### src/rtl/decode_queue.sv
// Instruction decoder with a DEPTH-entry packet FIFO, RET halt, flush and backpressure.
// Optional perf counters enabled by defining DECODE_PERF_CNT_EN.
module decode_queue #(
    parameter int REG_W = 4,
    parameter int IMM_W = 16,
    parameter int DEPTH = 4,
    parameter int TAG_W = 2,
    localparam int INSTR_W = 4 + 3 * REG_W,
    localparam int PKT_W   = IMM_W + 3 * REG_W + 19 + TAG_W,
    localparam int CW      = $clog2(DEPTH) + 1
) (
    input  logic               clk,
    input  logic               reset_n,
    input  logic               in_valid,
    output logic               in_ready,
    input  logic [INSTR_W-1:0] in_instr,
    input  logic [TAG_W-1:0]   in_tag,
    output logic               out_valid,
    input  logic               out_ready,
    output logic [PKT_W-1:0]   out_packet,
    input  logic               flush,
    input  logic               resume,
    output logic               halted,
    output logic [CW-1:0]      count
`ifdef DECODE_PERF_CNT_EN
    ,
    output logic [31:0]        perf_decoded,
    output logic [31:0]        perf_stall,
    output logic [31:0]        perf_halt
`endif
);

    localparam int AW = $clog2(DEPTH);

    localparam logic [3:0] OP_BRNZP   = 4'd1;
    localparam logic [3:0] OP_CMP     = 4'd2;
    localparam logic [3:0] OP_ADD     = 4'd3;
    localparam logic [3:0] OP_SUB     = 4'd4;
    localparam logic [3:0] OP_MUL     = 4'd5;
    localparam logic [3:0] OP_DIV     = 4'd6;
    localparam logic [3:0] OP_LDR     = 4'd7;
    localparam logic [3:0] OP_STR     = 4'd8;
    localparam logic [3:0] OP_CONST   = 4'd9;
    localparam logic [3:0] OP_TILE_LD = 4'd10;
    localparam logic [3:0] OP_TILE_ST = 4'd11;
    localparam logic [3:0] OP_MMA     = 4'd14;
    localparam logic [3:0] OP_RET     = 4'd15;

    typedef enum logic {
        S_RUN  = 1'b0,
        S_HALT = 1'b1
    } state_t;

    state_t            r_state;
    state_t            w_state_nxt;
    logic [AW-1:0]     r_wr_ptr;
    logic [AW-1:0]     r_rd_ptr;
    logic [CW-1:0]     r_count;
    logic [PKT_W-1:0]  r_mem [DEPTH];

    logic              w_push;
    logic              w_pop;
    logic [3:0]        w_opcode;
    logic [REG_W-1:0]  w_rd;
    logic [REG_W-1:0]  w_rs;
    logic [REG_W-1:0]  w_rt;
    logic [2:0]        w_nzp;
    logic [IMM_W-1:0]  w_imm;
    logic              w_tensor;
    logic              w_ret;
    logic              w_pc_mux;
    logic              w_alu_out_mux;
    logic [1:0]        w_arith;
    logic [1:0]        w_reg_mux;
    logic              w_nzp_we;
    logic              w_mem_we;
    logic              w_mem_re;
    logic              w_reg_we;
    logic [PKT_W-1:0]  w_pkt;

    // in_ready depends only on registered state and flush, never on out_ready
    assign in_ready   = (r_state == S_RUN) && (r_count < CW'(DEPTH)) && !flush;
    assign out_valid  = (r_count != '0);
    assign w_push     = in_valid && in_ready;
    assign w_pop      = out_valid && out_ready && !flush;
    assign out_packet = r_mem[r_rd_ptr];
    assign halted     = (r_state == S_HALT);
    assign count      = r_count;

    assign w_opcode = in_instr[INSTR_W-1 -: 4];
    assign w_rd     = in_instr[3*REG_W-1 -: REG_W];
    assign w_rs     = in_instr[2*REG_W-1 -: REG_W];
    assign w_rt     = in_instr[REG_W-1:0];
    assign w_nzp    = w_rd[REG_W-1 -: 3];
    assign w_imm    = IMM_W'($signed(in_instr[2*REG_W-1:0]));

    always_comb begin
        w_tensor      = 1'b0;
        w_ret         = 1'b0;
        w_pc_mux      = 1'b0;
        w_alu_out_mux = 1'b0;
        w_arith       = 2'b00;
        w_reg_mux     = 2'b00;
        w_nzp_we      = 1'b0;
        w_mem_we      = 1'b0;
        w_mem_re      = 1'b0;
        w_reg_we      = 1'b0;
        unique case (w_opcode)
            OP_BRNZP: w_pc_mux = 1'b1;
            OP_CMP: begin
                w_alu_out_mux = 1'b1;
                w_nzp_we      = 1'b1;
            end
            OP_ADD, OP_SUB, OP_MUL, OP_DIV: begin
                w_reg_we = 1'b1;
                w_arith  = 2'(w_opcode - OP_ADD);
            end
            OP_LDR, OP_TILE_LD: begin
                w_reg_we  = 1'b1;
                w_reg_mux = 2'b01;
                w_mem_re  = 1'b1;
            end
            OP_STR, OP_TILE_ST: w_mem_we = 1'b1;
            OP_CONST: begin
                w_reg_we  = 1'b1;
                w_reg_mux = 2'b10;
            end
            OP_MMA: w_tensor = 1'b1;
            OP_RET: w_ret = 1'b1;
            default: ;
        endcase
    end

    assign w_pkt = {in_tag, w_opcode, w_tensor, w_ret, w_pc_mux,
                    w_alu_out_mux, w_arith, w_reg_mux, w_nzp_we,
                    w_mem_we, w_mem_re, w_reg_we, w_nzp,
                    w_rd, w_rs, w_rt, w_imm};

    always_comb begin
        w_state_nxt = r_state;
        unique case (r_state)
            S_RUN:  if (w_push && w_ret)    w_state_nxt = S_HALT;
            S_HALT: if (resume || flush)    w_state_nxt = S_RUN;
            default: w_state_nxt = S_RUN;
        endcase
    end

    always_ff @(posedge clk or negedge reset_n) begin
        if (!reset_n) begin
            r_state <= S_RUN;
        end else begin
            r_state <= w_state_nxt;
        end
    end

    always_ff @(posedge clk or negedge reset_n) begin
        if (!reset_n) begin
            r_wr_ptr <= '0;
            r_rd_ptr <= '0;
            r_count  <= '0;
        end else if (flush) begin
            r_wr_ptr <= '0;
            r_rd_ptr <= '0;
            r_count  <= '0;
        end else begin
            if (w_push) r_wr_ptr <= r_wr_ptr + AW'(1);
            if (w_pop)  r_rd_ptr <= r_rd_ptr + AW'(1);
            unique case ({w_push, w_pop})
                2'b10:   r_count <= r_count + CW'(1);
                2'b01:   r_count <= r_count - CW'(1);
                default: ;
            endcase
        end
    end

    always_ff @(posedge clk or negedge reset_n) begin
        if (!reset_n) begin
            for (int i = 0; i < DEPTH; i++) r_mem[i] <= '0;
        end else if (w_push) begin
            r_mem[r_wr_ptr] <= w_pkt;
        end
    end

`ifdef DECODE_PERF_CNT_EN
    // Counters survive flush; only reset_n clears them
    always_ff @(posedge clk or negedge reset_n) begin
        if (!reset_n) begin
            perf_decoded <= '0;
            perf_stall   <= '0;
            perf_halt    <= '0;
        end else begin
            if (w_push) perf_decoded <= perf_decoded + 32'd1;
            if (in_valid && !in_ready && (r_state == S_RUN))
                perf_stall <= perf_stall + 32'd1;
            if (r_state == S_HALT) perf_halt <= perf_halt + 32'd1;
        end
    end
`endif

endmodule
### config.mk
export PLATFORM = sky130hd
export DESIGN_NAME = decode_queue
export DESIGN_NICKNAME = d
export VERILOG_FILES = /design/src/rtl/decode_queue.sv
export SDC_FILE = /design/constraint.sdc
export NUM_CORES = 1
export LEC_CHECK = 0
export CAP_MARGIN = 20
export CELL_PAD_IN_SITES_DETAIL_PLACEMENT = 0
export CELL_PAD_IN_SITES_GLOBAL_PLACEMENT = 1
export CORE_ASPECT_RATIO = 1.2
export CORE_MARGIN = 8
export CORE_UTILIZATION = 51
export CTS_BUF_LIST = sky130_fd_sc_hd__clkbuf_8
export CTS_CLUSTER_SIZE = 30
export DETAILED_ROUTE_END_ITERATION = 12
export PLACE_DENSITY_LB_ADDON = 0.1
export REMOVE_ABC_BUFFERS = 1
export SETUP_SLACK_MARGIN = 0.15
export SLEW_MARGIN = 0
export SYNTH_ARGS = -nofsm -noshare
export SYNTH_HDL_FRONTEND = slang
export SYNTH_SLANG_ARGS = --single-unit
### constraint.sdc
create_clock -name clk -period 5.7 [get_ports clk]
set_input_delay 0.855 -clock clk [delete_from_list [all_inputs] [get_ports clk]]
set_output_delay 0.855 -clock clk [all_outputs]
set_load 0.02 [all_outputs]
# After elaboration in Yosys (flattened, before gate mapping)
# Index checks and enable logic that the tools add are counted.
totals:
  output_inout_bits: 55
  elab_cells: 76
  regBits: 204
  inputBits: 24
classes:
  bitwise_logic: 3
  muxes: 24
  n_eq_ne: 15
  n_reduce_logical: 17
  n_lt_le_gt_ge: 4
  add_sub_neg: 5
ops:
  columns: ["op", "count"]
  rows:
  - ["$bwmux W196", 1]
  - ["$mux W49", 3]
  - ["$bmux W49 S2", 1]
  - ["$demux W49 S2", 1]
  - ["$eq A4 B4 Y1 const B", 6]
  - ["$eq A4 B3 Y1 const B", 4]
  - ["$mux W2", 5]
  - ["$mux W1", 9]
  - ["$eq A4 B2 Y1 const B", 2]
  - ["$logic_and A1 B1 Y1", 7]
  - ["$reduce_or A7 Y1", 1]
  - ["$ge A3 B3 Y1 const B", 2]
  - ["$not A2 Y3", 2]
  - ["$pmux W3 S2", 1]
  - ["$reduce_bool A3 Y1", 2]
  - ["$add A2 B1 Y2 const B", 2]
  - ["$eq A4 B1 Y1 const B", 1]
  - ["$pmux W2 S2", 1]
  - ["$reduce_bool A2 Y1", 2]
  - ["$reduce_or A2 Y1", 2]
  - ["$reduce_or A4 Y1", 1]
  - ["$add A3 B1 Y3 const B", 1]
  - ["$lt A3 B1 Y1 const B", 1]
  - ["$lt A3 B3 Y1 const B", 1]
  - ["other kinds (9)", 9]

# Longest topological paths before layout
logic_depth:
  word_depth: 7
  mapped_depth: 9
  mapped_depth_nobuf: 6

# Worst setup path before layout
# OpenSTA, ideal clock, no wires.
synth_timing:
  path_type: "input -> register"
  from: "input flush"
  to: "register r_count[1] (netlist: count[1])"
  cell_stages: 7
  n_path_buf: 2
  t_arrival_ns: 3.006
  setup_time_ns: 0.116
  setup_slack_ns: 2.578
  required_time_ns: 5.584
  path_cell_list: "nor4b_4 -> buf_4 -> buf_4 -> nor3_1 -> fa_1 -> or4b_2 -> o311ai_0"
synth_between:
  elab_chain_cells: 6
  elab_cells_between_ends: 9
synth_rtl:
  columns: ["item", "line_no", "rtl"]
  rows:
  - ["from (decl)", "21", "input logic flush,"]
  - ["$logic_not A1 Y1", "82, 85", null]
  - ["$logic_and A1 B1 Y1", "82", "assign in_ready = (r_state == S_RUN) && (r_count < CW'(DEPTH)) && !flush;"]
  - ["$logic_and A1 B1 Y1", "84", "assign w_push = in_valid && in_ready;"]
  - ["$eq A2 B1 Y1 / $eq A2 B2 Y1 (equally long branches)", "168", "unique case ({w_push, w_pop})"]
  - ["$pmux W3 S2", "168", null]
  - ["$mux W3", "161", "end else if (flush) begin"]
  - ["to (signal assigned)", "169", "2'b10: r_count <= r_count + CW'(1);"]
  - ["to (signal assigned)", "170", "2'b01: r_count <= r_count - CW'(1);"]
  - ["to (decl)", "58", "logic [CW-1:0] r_count;"]
# Parallel ways exist; a longest one is shown, timed or not.
# A chain may end at the register's enable or synchronous reset.

# Final worst setup path
layout_timing:
  from: "register r_rd_ptr[0]"
  to: "output out_packet[28]"
layout_between:
  elab_chain_cells: 4
layout_rtl:
  columns: ["item", "line_no", "rtl"]
  rows:
  - ["from (decl)", "57", "logic [AW-1:0] r_rd_ptr;"]
  - ["from (signal assigned)", "167", "if (w_pop) r_rd_ptr <= r_rd_ptr + AW'(1);"]
  - ["$not A2 Y3 (implied by the code)", "86", "assign out_packet = r_mem[r_rd_ptr];"]
  - ["$bmux W49 S2", "86", null]
  - ["$mux W49 (implied by the code) (2 in a row)", "86", null]
  - ["to (decl)", "20", "output logic [PKT_W-1:0] out_packet,"]
# Every way passes these cells. The select of a mux whose other input is x is not followed.

==> impl_metrics.json <==
{
  "p_total_mw": 2.96,
  "power_density_nw_per_um2": 434,
  "track_usage_pct": 16.4,
  "grt_max_degree": 74,
  "placed_area_sq_um": 6390,
  "critPathTopFamily": "buffers and inverters",
  "vias": 3258,
  "arrival_ns": 2.67,
  "run_status": "completed",
  "root_buffer": "clkbuf_8",
  "slew_headroom_pct": 38.9,
  "cpPeakStageDelay_ns": 0.61,
  "synth_top_family_by_area": "multiplexers",
  "synth_flop_cell": "dfrtp_1",
  "synth-edff-count": 0,
  "synth-seq-cells": 120,
  "max_freq_mhz": 284,
  "worst_path_max_delay_cell": "mux4_2",
  "setup_violations": 0,
  "cts.sinks": 120,
  "critPathRequiredTime_ns": 4.85,
  "rows": 42,
  "critPathLaunchType": "register",
  "numCtsBuffers": 17,
  "min_period_ns": 3.52,
  "place_hpwl_mm": 7.23,
  "nets": 467,
  "yosys.area_share.simple_pct": 4.37,
  "end_kind": "output pin",
  "ant_nets": 0,
  "postCtsHoldBufs": 0,
  "hold-worst-slack_ns": 0.492,
  "fin_crit_sh_pct": 61.8,
  "first_iter_violations": 153,
  "synthTopCellsByArea": "dfrtp_1 52%, mux2_2 20%, mux4_2 11%",
  "rsz0062_at_grt": "no",
  "drc": 0,
  "fp.dieH_um": 132,
  "synthArstFlopShare_pct": 100,
  "synth_top_area_cell": "dfrtp_1",
  "die_area_sq_um": 14900,
  "cts_setup_buffers": 0,
  "drv_cap": 0,
  "cp_num_buf_inv": 2,
  "drive_above_1_share_pct": 38.9,
  "clkTransAtPathRegs_ns": 0.07,
  "antenna_found_initial": 0,
  "finalHoldViolations": 0,
  "worst_slew_pin_slew_ns": 0.917,
  "fin_skew_ns": 0.00926,
  "ys_top_cells_by_count": "120 x dfrtp_1, 104 x mux2_2, 28 x mux4_2",
  "cts_tree": "done",
  "path_cells": "buf_4, mux4_2, clkdlybuf4s50_1",
  "synth_compound_area_share_pct": 2.27,
  "synthAdderAreaFrac_pct": 2.10,
  "clock_latency_ns": 0.42,
  "post_cts_resized": 0,
  "report.final.slew_viol_count": 0,
  "fp.coreArea_sq_um": 11000,
  "place.gp.congestion": 0.688,
  "p_leak_nw": 3.03,
  "finish.utilization_pct": 62.0,
  "grt_pass1_wl_mm": 19.1,
  "ir_drop_mv": 0.226,
  "finalInstanceArea_sq_um": 6810,
  "portBuffers": 78,
  "setup_tns_ns": 0,
  "vias_per_cell": 5.63,
  "grt_util_met3_pct": 4.86,
  "synth_cell_type_count": 37,
  "antenna_cells": 0,
  "use_met2_pct": 27.8,
  "die_w_um": 113,
  "synth_mux_area_share_pct": 32.2,
  "cp_max_fo": 22,
  "synth.top_cell.area_share_pct": 52.4,
  "top_usage_layer": "met2",
  "synthesis.instances": 374,
  "ys_warn_count": 0,
  "cts.htree.levels": 4,
  "min_path_type": "register to register",
  "firstDrtPassIters": 6,
  "ys_seq_area_share_pct": 52.4,
  "synth_area_sq_um": 5730,
  "synth_most_common_cell": "dfrtp_1",
  "clk_path_buf_depth": 2,
  "globalRouteMet1Util_pct": 19.4,
  "grt-ovfl-total": 0,
  "wire_per_inst_um": 19.9,
  "io_pins": 79,
  "synth_xor_area_share_pct": 0.764,
  "area_growth_pct": 18.8,
  "start_util_pct": 52.2,
  "wirelength_mm": 11.6,
  "syn_area_per_cell_sq_um": 15.3,
  "crit_type": "register to output pin",
  "grt_pass1_vias": 3709
}
[sequential cells by signal, summed over array words and instances (netlist names)]
register / cells
halted: 1
r_mem: 112
r_rd_ptr: 2
r_wr_ptr: 2
count: 3
[where the power goes]
group	internal [mW]	switching, mW	total, mW
Sequential	1.10	0.125	1.23
Combinational	0.533	0.410	0.943
Clock	0.452	0.335	0.787
Total	2.09	0.871	2.96
[placed cells by master, fill, tap and decap left out, types with 3 or more instances in the layout]
master | Yosys | final
ha_1 | 8 | 8
clkbuf_8 | 0 | 19
mux4_2 | 28 | 28
xor2_1 | 3 | 3
nor3b_1 | 4 | 4
nor2_1 | 8 | 8
mux2_2 | 104 | 104
mux2_1 | 4 | 4
nand2_4 | 4 | 4
nor3_1 | 5 | 5
clkdlybuf4s50_1 | 0 | 77
inv_1 | 7 | 9
a31oi_1 | 6 | 6
clkinvlp_4 | 0 | 4
a21oi_1 | 5 | 5
bufinv_16 | 0 | 3
dfrtp_1 | 120 | 119
buf_4 | 23 | 5
[through the flow]
| step | worst slack (ns) | instances |
|---|---|---|
| finish | 2.18 | 579 |
| global route | 2.01 | 579 |
| CTS | 2.12 | 579 |
| detailed placement | 2.12 | 547 |
| global placement | 2.17 | 547 |
| floorplan | 2.42 | 333 |
[layout make-up]
class | count | area [sq um]
fill | 857 | 4170
sequential | 120 | 3000
multi-input combinational | 206 | 2390
timing repair buffer | 82 | 808
clock buffer | 19 | 262
tap | 132 | 165
clock inverter | 13 | 155
inverter | 7 | 26.3
[metal layers]
layer,up-vias,wire length [um]
met5,-,0
met4,0,123
met3,14,509
met2,59,5950
met1,1710,4970
li1,1475,-
[kinds of logic after synthesis]
| family | after synthesis |
|---|---|
| AOI/OAI and AO/OA | 20 |
| buffers and inverters | 48 |
| adders and majority gates | 9 |
| xor gates and xnor gates | 5 |
| and+or+nand+nor | 36 |
| DFF | 120 |
| muxes | 136 |
[worst paths after layout]
check | depth (start not counted) | start | endpoint | slack [ns]
worst max-delay path | 3 | r_rd_ptr[0] | out_packet[28] | 2.18
worst min-delay path | 1 | r_mem[192] | r_mem[192] | 0.49
worst max register to register | 6 | count[2] | count[1] | 3.14
worst min register to register | 1 | r_mem[192] | r_mem[192] | 0.49
max in group asynchronous | 2 | reset_n | r_rd_ptr[0] | 3.92
min in group asynchronous | 1 | reset_n | r_mem[180] | 0.56
No activity file was read; power rests on OpenSTA's default activity.
